`src/rtl/ladybird_fetch_queue_if.sv`:
```
// ladybird_bus: single-primary word bus. The primary issues req/addr/wstrb and
// read data returns on data, one word per data_gnt, in request order.
interface ladybird_bus;
   logic        req;
   logic [31:0] addr;
   logic [3:0]  wstrb;
   logic [31:0] data;
   logic        gnt;
   logic        data_gnt;

   modport primary   (output req, addr, wstrb, input  data, gnt, data_gnt);
   modport secondary (input  req, addr, wstrb, output data, gnt, data_gnt);
endinterface

```
`src/rtl/ladybird_fetch_queue.sv`:
```
// ladybird_fetch_queue: sequential instruction fetch from a running PC into an
// in-order prefetch FIFO drained by decode; redirect flushes the queue and
// drops responses still in flight.
// Optional build macro LADYBIRD_FETCH_PERF_EN adds saturating perf counters.
module ladybird_fetch_queue #(
   parameter int unsigned DEPTH           = 4,
   parameter int unsigned MAX_OUTSTANDING = 2,
   parameter logic [31:0] RESET_PC        = 32'h0000_0000
) (
   input  logic         clk,
   input  logic         anrst,
   input  logic         nrst,
   ladybird_bus.primary bus,
   input  logic         redirect_valid_i,
   input  logic [31:0]  redirect_pc_i,
   output logic         inst_valid_o,
   input  logic         inst_ready_i,
   output logic [31:0]  inst_o,
   output logic [31:0]  inst_pc_o
`ifdef LADYBIRD_FETCH_PERF_EN
   ,
   output logic [31:0]  perf_stall_cycles_o,
   output logic [31:0]  perf_discarded_o,
   output logic [31:0]  perf_fetched_o
`endif
);

   localparam int unsigned PTR_W = (DEPTH > 1) ? $clog2(DEPTH) : 1;
   localparam int unsigned CNT_W = $clog2(DEPTH + 1);
   localparam int unsigned OCC_W = CNT_W + 1;

   logic [31:0]      pc_q, pc_d;
   logic [CNT_W-1:0] count_q, count_d;
   logic [CNT_W-1:0] outst_q, outst_d;
   logic [CNT_W-1:0] discard_q, discard_d;
   logic [PTR_W-1:0] rd_ptr_q, rd_ptr_d;
   logic [PTR_W-1:0] wr_ptr_q, wr_ptr_d;
   logic [31:0]      hold_inst_q, hold_inst_d;
   logic [31:0]      hold_pc_q, hold_pc_d;
   logic [31:0]      mem_inst_q [DEPTH];
   logic [31:0]      mem_pc_q   [DEPTH];

   logic [OCC_W-1:0] occ_c;
   logic             issue_c;
   logic             accept_c;
   logic             resp_c;
   logic             drop_c;
   logic             keep_c;
   logic             empty_c;
   logic             pop_c;
   logic [31:0]      resp_pc_c;

   // Issue credit and handshake decode; responses with nothing in flight are stale.
   always_comb begin
      occ_c     = OCC_W'(count_q) + OCC_W'(outst_q);
      issue_c   = anrst && nrst && !redirect_valid_i
                  && (outst_q < CNT_W'(MAX_OUTSTANDING))
                  && (occ_c < OCC_W'(DEPTH));
      accept_c  = issue_c && bus.gnt;
      resp_c    = bus.data_gnt && (outst_q != '0);
      drop_c    = resp_c && (discard_q != '0);
      keep_c    = resp_c && !drop_c && !redirect_valid_i;
      empty_c   = (count_q == '0);
      pop_c     = !empty_c && inst_ready_i && !redirect_valid_i;
      // Oldest in-flight read was issued outstanding words behind the current pc.
      resp_pc_c = pc_q - (32'(outst_q) << 2);
   end

   // Next-state for pc, counters, pointers and the empty-hold registers.
   always_comb begin
      pc_d        = pc_q;
      count_d     = count_q;
      outst_d     = outst_q;
      discard_d   = discard_q;
      rd_ptr_d    = rd_ptr_q;
      wr_ptr_d    = wr_ptr_q;
      hold_inst_d = inst_o;
      hold_pc_d   = inst_pc_o;

      if (accept_c) begin
         pc_d = pc_q + 32'd4;
      end

      if (accept_c && !resp_c) begin
         outst_d = outst_q + CNT_W'(1);
      end else if (!accept_c && resp_c) begin
         outst_d = outst_q - CNT_W'(1);
      end

      if (drop_c) begin
         discard_d = discard_q - CNT_W'(1);
      end

      if (keep_c) begin
         wr_ptr_d = wr_ptr_q + PTR_W'(1);
      end
      if (pop_c) begin
         rd_ptr_d = rd_ptr_q + PTR_W'(1);
      end

      if (keep_c && !pop_c) begin
         count_d = count_q + CNT_W'(1);
      end else if (!keep_c && pop_c) begin
         count_d = count_q - CNT_W'(1);
      end

      // Flush wins over push/pop; everything still in flight becomes discard.
      if (redirect_valid_i) begin
         pc_d      = redirect_pc_i & 32'hFFFF_FFFC;
         count_d   = '0;
         wr_ptr_d  = rd_ptr_q;
         discard_d = outst_d;
      end

      if (!nrst) begin
         pc_d        = RESET_PC;
         count_d     = '0;
         outst_d     = '0;
         discard_d   = '0;
         rd_ptr_d    = '0;
         wr_ptr_d    = '0;
         hold_inst_d = '0;
         hold_pc_d   = '0;
      end
   end

   // Control state registers.
   always_ff @(posedge clk or negedge anrst) begin
      if (!anrst) begin
         pc_q        <= RESET_PC;
         count_q     <= '0;
         outst_q     <= '0;
         discard_q   <= '0;
         rd_ptr_q    <= '0;
         wr_ptr_q    <= '0;
         hold_inst_q <= '0;
         hold_pc_q   <= '0;
      end else begin
         pc_q        <= pc_d;
         count_q     <= count_d;
         outst_q     <= outst_d;
         discard_q   <= discard_d;
         rd_ptr_q    <= rd_ptr_d;
         wr_ptr_q    <= wr_ptr_d;
         hold_inst_q <= hold_inst_d;
         hold_pc_q   <= hold_pc_d;
      end
   end

   // FIFO storage; only read while count is non-zero, so no reset needed.
   always_ff @(posedge clk) begin
      if (keep_c) begin
         mem_inst_q[wr_ptr_q] <= bus.data;
         mem_pc_q[wr_ptr_q]   <= resp_pc_c;
      end
   end

   assign inst_valid_o = !empty_c;
   assign inst_o       = empty_c ? hold_inst_q : mem_inst_q[rd_ptr_q];
   assign inst_pc_o    = empty_c ? hold_pc_q   : mem_pc_q[rd_ptr_q];

   assign bus.req   = issue_c;
   assign bus.addr  = {pc_q[31:2], 2'b00};
   assign bus.wstrb = '0;

`ifdef LADYBIRD_FETCH_PERF_EN
   logic [31:0] perf_stall_q;
   logic [31:0] perf_disc_q;
   logic [31:0] perf_fetch_q;

   // Saturating event counters, cleared by either reset.
   always_ff @(posedge clk or negedge anrst) begin
      if (!anrst) begin
         perf_stall_q <= '0;
         perf_disc_q  <= '0;
         perf_fetch_q <= '0;
      end else if (!nrst) begin
         perf_stall_q <= '0;
         perf_disc_q  <= '0;
         perf_fetch_q <= '0;
      end else begin
         if (empty_c && !redirect_valid_i && (perf_stall_q != 32'hFFFF_FFFF)) begin
            perf_stall_q <= perf_stall_q + 32'd1;
         end
         if (drop_c && (perf_disc_q != 32'hFFFF_FFFF)) begin
            perf_disc_q <= perf_disc_q + 32'd1;
         end
         if (keep_c && (perf_fetch_q != 32'hFFFF_FFFF)) begin
            perf_fetch_q <= perf_fetch_q + 32'd1;
         end
      end
   end

   assign perf_stall_cycles_o = perf_stall_q;
   assign perf_discarded_o    = perf_disc_q;
   assign perf_fetched_o      = perf_fetch_q;
`endif

endmodule

```
`src/flat_wrapper.sv`:
```
// flat-port wrapper written by rule: the top's interface ports become plain ports
module ladybird_fetch_queue_flat 
#(
   parameter int unsigned DEPTH           = 4,
   parameter int unsigned MAX_OUTSTANDING = 2,
   parameter logic [31:0] RESET_PC        = 32'h0000_0000
)
  (clk, anrst, nrst, redirect_valid_i, redirect_pc_i, inst_valid_o, inst_ready_i, inst_o, inst_pc_o, bus_req, bus_addr, bus_wstrb, bus_data, bus_gnt, bus_data_gnt);
  ladybird_bus bus_i ();
  input  logic clk;
  input  logic anrst;
  input  logic nrst;
  input  logic redirect_valid_i;
  input  logic [31:0] redirect_pc_i;
  output logic inst_valid_o;
  input  logic inst_ready_i;
  output logic [31:0] inst_o;
  output logic [31:0] inst_pc_o;
  output wire logic [$bits(bus_i.req)-1:0] bus_req;
  output wire logic [$bits(bus_i.addr)-1:0] bus_addr;
  output wire logic [$bits(bus_i.wstrb)-1:0] bus_wstrb;
  input wire logic [$bits(bus_i.data)-1:0] bus_data;
  input wire logic [$bits(bus_i.gnt)-1:0] bus_gnt;
  input wire logic [$bits(bus_i.data_gnt)-1:0] bus_data_gnt;
  assign bus_req = bus_i.req;
  assign bus_addr = bus_i.addr;
  assign bus_wstrb = bus_i.wstrb;
  assign bus_i.data = bus_data;
  assign bus_i.gnt = bus_gnt;
  assign bus_i.data_gnt = bus_data_gnt;
  ladybird_fetch_queue #(.DEPTH(DEPTH), .MAX_OUTSTANDING(MAX_OUTSTANDING), .RESET_PC(RESET_PC)) u_core (.clk(clk), .anrst(anrst), .nrst(nrst), .bus(bus_i), .redirect_valid_i(redirect_valid_i), .redirect_pc_i(redirect_pc_i), .inst_valid_o(inst_valid_o), .inst_ready_i(inst_ready_i), .inst_o(inst_o), .inst_pc_o(inst_pc_o));
endmodule
```
`config.mk`:
```
export PLATFORM = sky130hd
export DESIGN_NAME = ladybird_fetch_queue_flat
export DESIGN_NICKNAME = d
export VERILOG_FILES = /design/src/rtl/ladybird_fetch_queue_if.sv /design/src/rtl/ladybird_fetch_queue.sv /design/src/flat_wrapper.sv
export SDC_FILE = /design/constraint.sdc
export NUM_CORES = 1
export LEC_CHECK = 0
export ABC_AREA = 1
export CAP_MARGIN = 20
export CORE_MARGIN = 2
export CORE_UTILIZATION = 50
export CTS_BUF_LIST = sky130_fd_sc_hd__clkbuf_16
export DETAILED_ROUTE_END_ITERATION = 10
export GPL_ROUTABILITY_DRIVEN = 0
export HOLD_SLACK_MARGIN = 0.1
export PLACE_DENSITY = 0.84
export SLEW_MARGIN = 30
export SYNTH_ARGS = -nofsm -noshare
export SYNTH_HDL_FRONTEND = slang
export SYNTH_SLANG_ARGS = --single-unit
```
`constraint.sdc`:
```
create_clock -name clk -period 4.11 [get_ports clk]
set_input_delay 0.6165 -clock clk [delete_from_list [all_inputs] [get_ports clk]]
set_output_delay 0.6165 -clock clk [all_outputs]
set_load 0.01 [all_outputs]
```
* Word-level counts from Yosys, hierarchy flattened
Memory sizes are Yosys's and may differ from the RTL's.
Index checks and enable logic that the tools add are counted.
** Storage, ports and cells
- Flip-flop bits (word level) :: 109
- Bits in writable memories :: 256
- Bits of input ports :: 71
- Output and inout bits :: 102
- Logic and storage cells :: 76
- Memories kept :: 2
** Operators by class
- Add/sub/neg operators :: 10
- $lt $le $gt $ge :: 2
- Equality and inequality tests :: 5
- Mux-type cells :: 24
- Reduce and logical (&&, ||, !) cells :: 25
** Memory list
- u_core.mem_inst_q :: depth 4, width 32, read ports 1, clocked after memory_dff 0, wr ports 1, line ladybird_fetch_queue.sv:40 : logic [31:0] mem_inst_q [DEPTH];
- u_core.mem_pc_q :: depth 4, width 32, read ports 1, clocked after memory_dff 0, wr ports 1, line ladybird_fetch_queue.sv:41 : logic [31:0] mem_pc_q [DEPTH];
** Operators with widths (count)
- 2-to-1 mux 32 bit :: 7
- adder 32 x 3 -> 32 bit (second input constant) :: 1
- subtractor 32 x 5 -> 32 bit :: 1
- 2-to-1 mux 3 bit :: 10
- logical AND 1 bit :: 15
- 2-to-1 mux 2 bit :: 5
- inequality test 3 x 1 -> 1 bit (second input constant) :: 3
- subtractor 3 x 1 -> 3 bit (second input constant) :: 3
- logical NOT 1 bit :: 7
- adder 3 x 1 -> 3 bit (second input constant) :: 2
- nonzero test 3 bit :: 2
- adder 2 x 1 -> 2 bit (second input constant) :: 2
- adder 3 x 3 -> 4 bit :: 1
- less-than comparator 4 x 3 -> 1 bit (second input constant) :: 1
- inequality test 4 x 1 -> 1 bit (second input constant) :: 1
- logical NOT 3 bit :: 1
- less-than comparator 3 x 2 -> 1 bit (second input constant) :: 1
- 2-to-1 mux 1 bit :: 2
- inequality test 2 x 1 -> 1 bit (second input constant) :: 1

* Logic depth before layout (Yosys ltp)
- Depth after elaboration :: 12
- Depth in mapped cells :: 14
- Gate-level depth less buffers :: 14

* Least setup slack after synthesis
No wires, ideal clock.
- Path type :: reg2reg
- From :: register u_core.outst_q[1]
- To :: memory u_core.mem_inst_q[0][0], enable pin
- Library setup time :: 0.482 ns
- Arrival :: 3.733 ns
- Required time :: 3.628 ns
- Path slack :: -0.105 ns
- Cell stages (with the launch flop) :: 8
- Path buffers :: 0
- Clock period less this slack :: 4.215 ns
- Cell sequence :: dfrtp_1 inv_1 ha_1 nand2_1 nand2_1 nor3_1 inv_1 nor2_1
** Between the ends
- Longest elaborated chain between the ends :: 8
** Ends and longest elaborated chain
- start: declaration :: line ladybird_fetch_queue.sv:34 : logic [CNT_W-1:0] outst_q, outst_d;
- start signal: assignment :: line ladybird_fetch_queue.sv:141 : outst_q <= outst_d;
- nonzero test 3 bit * :: line ladybird_fetch_queue.sv:60 : resp_c = bus.data_gnt && (outst_q != '0);
- logical AND 1 bit * :: line ladybird_fetch_queue.sv:60
- logical AND 1 bit :: line ladybird_fetch_queue.sv:61 : drop_c = resp_c && (discard_q != '0);
- logical NOT 1 bit :: line ladybird_fetch_queue.sv:62 : keep_c = resp_c && !drop_c && !redirect_valid_i;
- logical AND 1 bit * (2 in series) :: line ladybird_fetch_queue.sv:62
- 2-to-1 mux 1 bit * :: line ladybird_fetch_queue.sv:152 : if (keep_c) begin
- 2-to-1 mux 1 bit (not written as such) * :: line ladybird_fetch_queue.sv:153 : mem_inst_q[wr_ptr_q] <= bus.data;
- end: declaration :: line ladybird_fetch_queue.sv:40
Every way passes the cells marked *; elsewhere a longest branch is shown, timed or not.

* Final worst setup path
- From :: register u_core.rd_ptr_q[0]
- To :: output inst_pc_o[14]
** Between the ends
- Longest elaborated chain between the ends :: 2
** Ends and longest elaborated chain
- start: declaration :: line ladybird_fetch_queue.sv:36 : logic [PTR_W-1:0] rd_ptr_q, rd_ptr_d;
- start signal: assignment :: line ladybird_fetch_queue.sv:143 : rd_ptr_q <= rd_ptr_d;
- memory read (4 x 32 bit)
- 2-to-1 mux 32 bit :: line ladybird_fetch_queue.sv:160 : assign inst_pc_o = empty_c ? hold_pc_q : mem_pc_q[rd_ptr_q];
- end: declaration :: line flat_wrapper.sv:18 : output logic [31:0] inst_pc_o;
Every way passes these cells.

==> metrics.md <==
| Metric | Value |
|---|---|
| Status | finished clean |
| Multi-input gate area | 4972 um2 |
| TritonCTS Sinks | 355 |
| Worst Setup Start Kind | flip-flop |
| Postcts setup bufs | 0 |
| Vias | 11,825 |
| DR pass1 iterations | 5 |
| Leak | 0.007454 uW |
| Core Footprint | 31,310 um2 |
| Max_cap viols | 0 |
| Final setup violation count | 0 |
| Max layer used | met4 |
| Area added between synthesis and finish | 20.05% |
| Slew Viols, Final | 0 |
| CP Data Required Time | 3.49 ns |
| Fin crit share | 90.88% |
| Number of flops mapped to enable cells by yosys | 248 |
| Die Wd | 181.6 um |
| Total grt overflow | 0 |
| Drc violations | 0 |
| Crit path DAT | 3.12 ns |
| Post-layout net count | 1,761 |
| Ys flop type | edfxtp_1 |
| RSZ-0062 raised after global routing | false |
| DRT met1 WL | 15.46 mm |
| Worst-path clk slew | 0.06 ns |
| Met3 wire len | 2.939 mm |
| Fillers | 2,410 |
| Metal2 WL | 18.02 mm |
| Final Hold Fails | 0 |
| Critical Path Sink Type | primary output |
| Storage cell area | 10,130 um2 |
| Most numerous cell in the Yosys netlist | nand2_1 |
| Initial antenna violation count | 0 |
| Placed Cells | 2,034 |
| Largest net degree at the start of global routing | 85 |
| Starting density of the core | 50.35% |
| Row cnt | 65 |
| Mapped Avg Cell Area | 10.32 um2 |
| Die area | 32,960 um2 |
| Wire length of the first global-routing pass | 58.87 mm |
| Crit path max fanout | 84 |
| Vias in the first global route | 11,511 |
| Die Y | 181.6 um |
| Synthesis-stage register bit count | 355 |
| Mean routed wirelength per cell | 17.76 um |
| Total CTS buffers | 38 |
| Post-synth ARST share | 30.14% |
| Hold slack | 0.2964 ns |
| Port Buffer Count | 164 |
| Later-pin clock latency in the skew report | 0.52 ns |
| Via density | 5.620 |
| CTS H-Tree Depth | 2 |
| Top Ports | 173 |
| VDD IR max | 0.2878 mV |
| GRT Util Overall | 22.48% |
| Yosys top cell by area | edfxtp_1 |
| Yosys warning total | 0 |
| Post-route ant nets | 0 |
| Layout cells sized above 1 | 7.109% |
| Non-Filler Instances | 2,104 |
| Post-synthesis sequential area ratio | 64.23% |
| Post_cts resized | 0 |
| TNS Setup | 0 ns |
| CTS tree | done |
| Antenna diode count | 0 |
| Most frequent cells after synthesis | nand2_1 (317), edfxtp_1 (248), nor2_1 (208) |
| Top-area cell type share of the netlist area | 47.24% |
| Cell Area, Synth | 15,760 um2 |
| Final min period | 3.735 ns |
| Peak Freq | 267.7 MHz |
| Crit Path Category | reg -> out |
| Slew margin rel. | 43.57% |
| Worst-Margin Slew | 0.8465 ns |
| Initial DRC Count | 1,049 |
| Worst hold path class | in -> async |
| Synth Instances | 1,528 |
| Root buffer cell | clkbuf_16 |
| WL final | 37.37 mm |
| Number of unique standard cell types used by synthesis | 47 |
| DP HPWL | 22.98 mm |
| Hold_buf cts | 0 |
| Power Density | 479.1 nW/um2 |
| Synth area leaders | edfxtp_1 (47%), dfrtp_1 (17%), nand2_1 (7.5%), o21ai_0 (5.0%), nor2_1 (5.0%) |
| Max Buffers Root-to-Sink | 3 |
| Clock skew | 0.02042 ns |
[stage by stage]
step / utilization [%] / instance area [um2] / setup WS (ns) / power (uW)
CTS: 60.44 / 18920 / 0.3885 / 9117
finish: 60.44 / 18920 / 0.3748 / 9067
global route: 60.44 / 18920 / 0.1742 / 9455
global placement: 56.72 / 17760 / 0.9900 / 5902
floorplan: - / 15780 / -0.1051 / 5228
detailed placement: 56.72 / 17760 / 0.9454 / 5962
[sequential cells by signal, summed over array words and instances (netlist names)]
name and flops:
u_core.mem_inst_q 128, u_core.mem_pc_q 120, u_core.hold_inst_q 32, u_core.hold_pc_q 32, u_core.pc_q 30, u_core.count_q 3, u_core.discard_q 3, u_core.outst_q 3
u_core.rd_ptr_q 2, u_core.wr_ptr_q 2
[routing by layer]
metal | vias up | GRT usage [%]
li1 | 5542 | -
met1 | 5686 | 30.17
met2 | 522 | 37.69
met3 | 75 | 3.109
met4 | 0 | 8.130
met5 | - | 0
[power breakdown]
part           internal, uW  switching (uW)  leakage [uW]  total [uW]
clock                  1820            1350      0.000613        3160
combinational           655             991       0.00314        1650
sequential             4120             136       0.00370        4260
[cell families after synthesis]
logic type | Yosys count | synth area share [%]
flops | 355 | 64.23
simple gates | 619 | 16.45
other cells | 1 | 0.02379
fa+ha+maj | 18 | 1.524
mux | 1 | 0.06350
buf+inv | 172 | 4.580
xor+xnor | 31 | 1.722
compound gates | 331 | 11.41
[placed cells by master (no fill, tap or decap), drive strengths merged, types with 24 or more instances in the layout]
| master | n |
|---|---|
| nand3 | 38 |
| clkbuf | 38 |
| o22ai | 75 |
| a21oi | 76 |
| clkdlybuf4s50 | 163 |
| nor2 | 219 |
| dfrtp | 107 |
| nand2 | 324 |
| inv | 94 |
| edfxtp | 248 |
| buf | 24 |
| xor2 | 29 |
| o21ai | 167 |
[worst paths after layout]
kind / startpoint / to / slack [ns] / cells past startpoint
setup / recovery: u_core.rd_ptr_q[0] / inst_pc_o[14] / 0.37 / 7
hold / removal: anrst / u_core.outst_q[2] / 0.30 / 2
setup reg to reg: u_core.pc_q[2] / u_core.mem_pc_q[2][26] / 1.28 / 13
hold reg to reg: u_core.hold_pc_q[0] / u_core.hold_pc_q[0] / 0.51 / 2
max in group asynchronous: anrst / u_core.hold_pc_q[1] / 2.55 / 3
min in group clk: u_core.hold_pc_q[0] / u_core.hold_pc_q[0] / 0.51 / 2
[worst max-delay path, cell delays in order, from the launching register on]
cell and delay (ns):
dfrtp_4 0.63, clkinv_2 0.09, buf_4 0.64, nor2_1 0.12, o22ai_1 0.30, nand2_1 0.13
nand2_1 0.09, clkdlybuf4s50_1 0.55
[cell type report]
class                      count  share of cell area, %
sequential                   355                  53.53
multi-input combinational   1006                  26.27
timing repair buffer         187                  9.706
clock buffer                  38                  5.025
tap                          402                  2.658
inverter                      84                  1.679
clock inverter                32                  1.131
No activity file was read; power rests on OpenSTA's default activity.
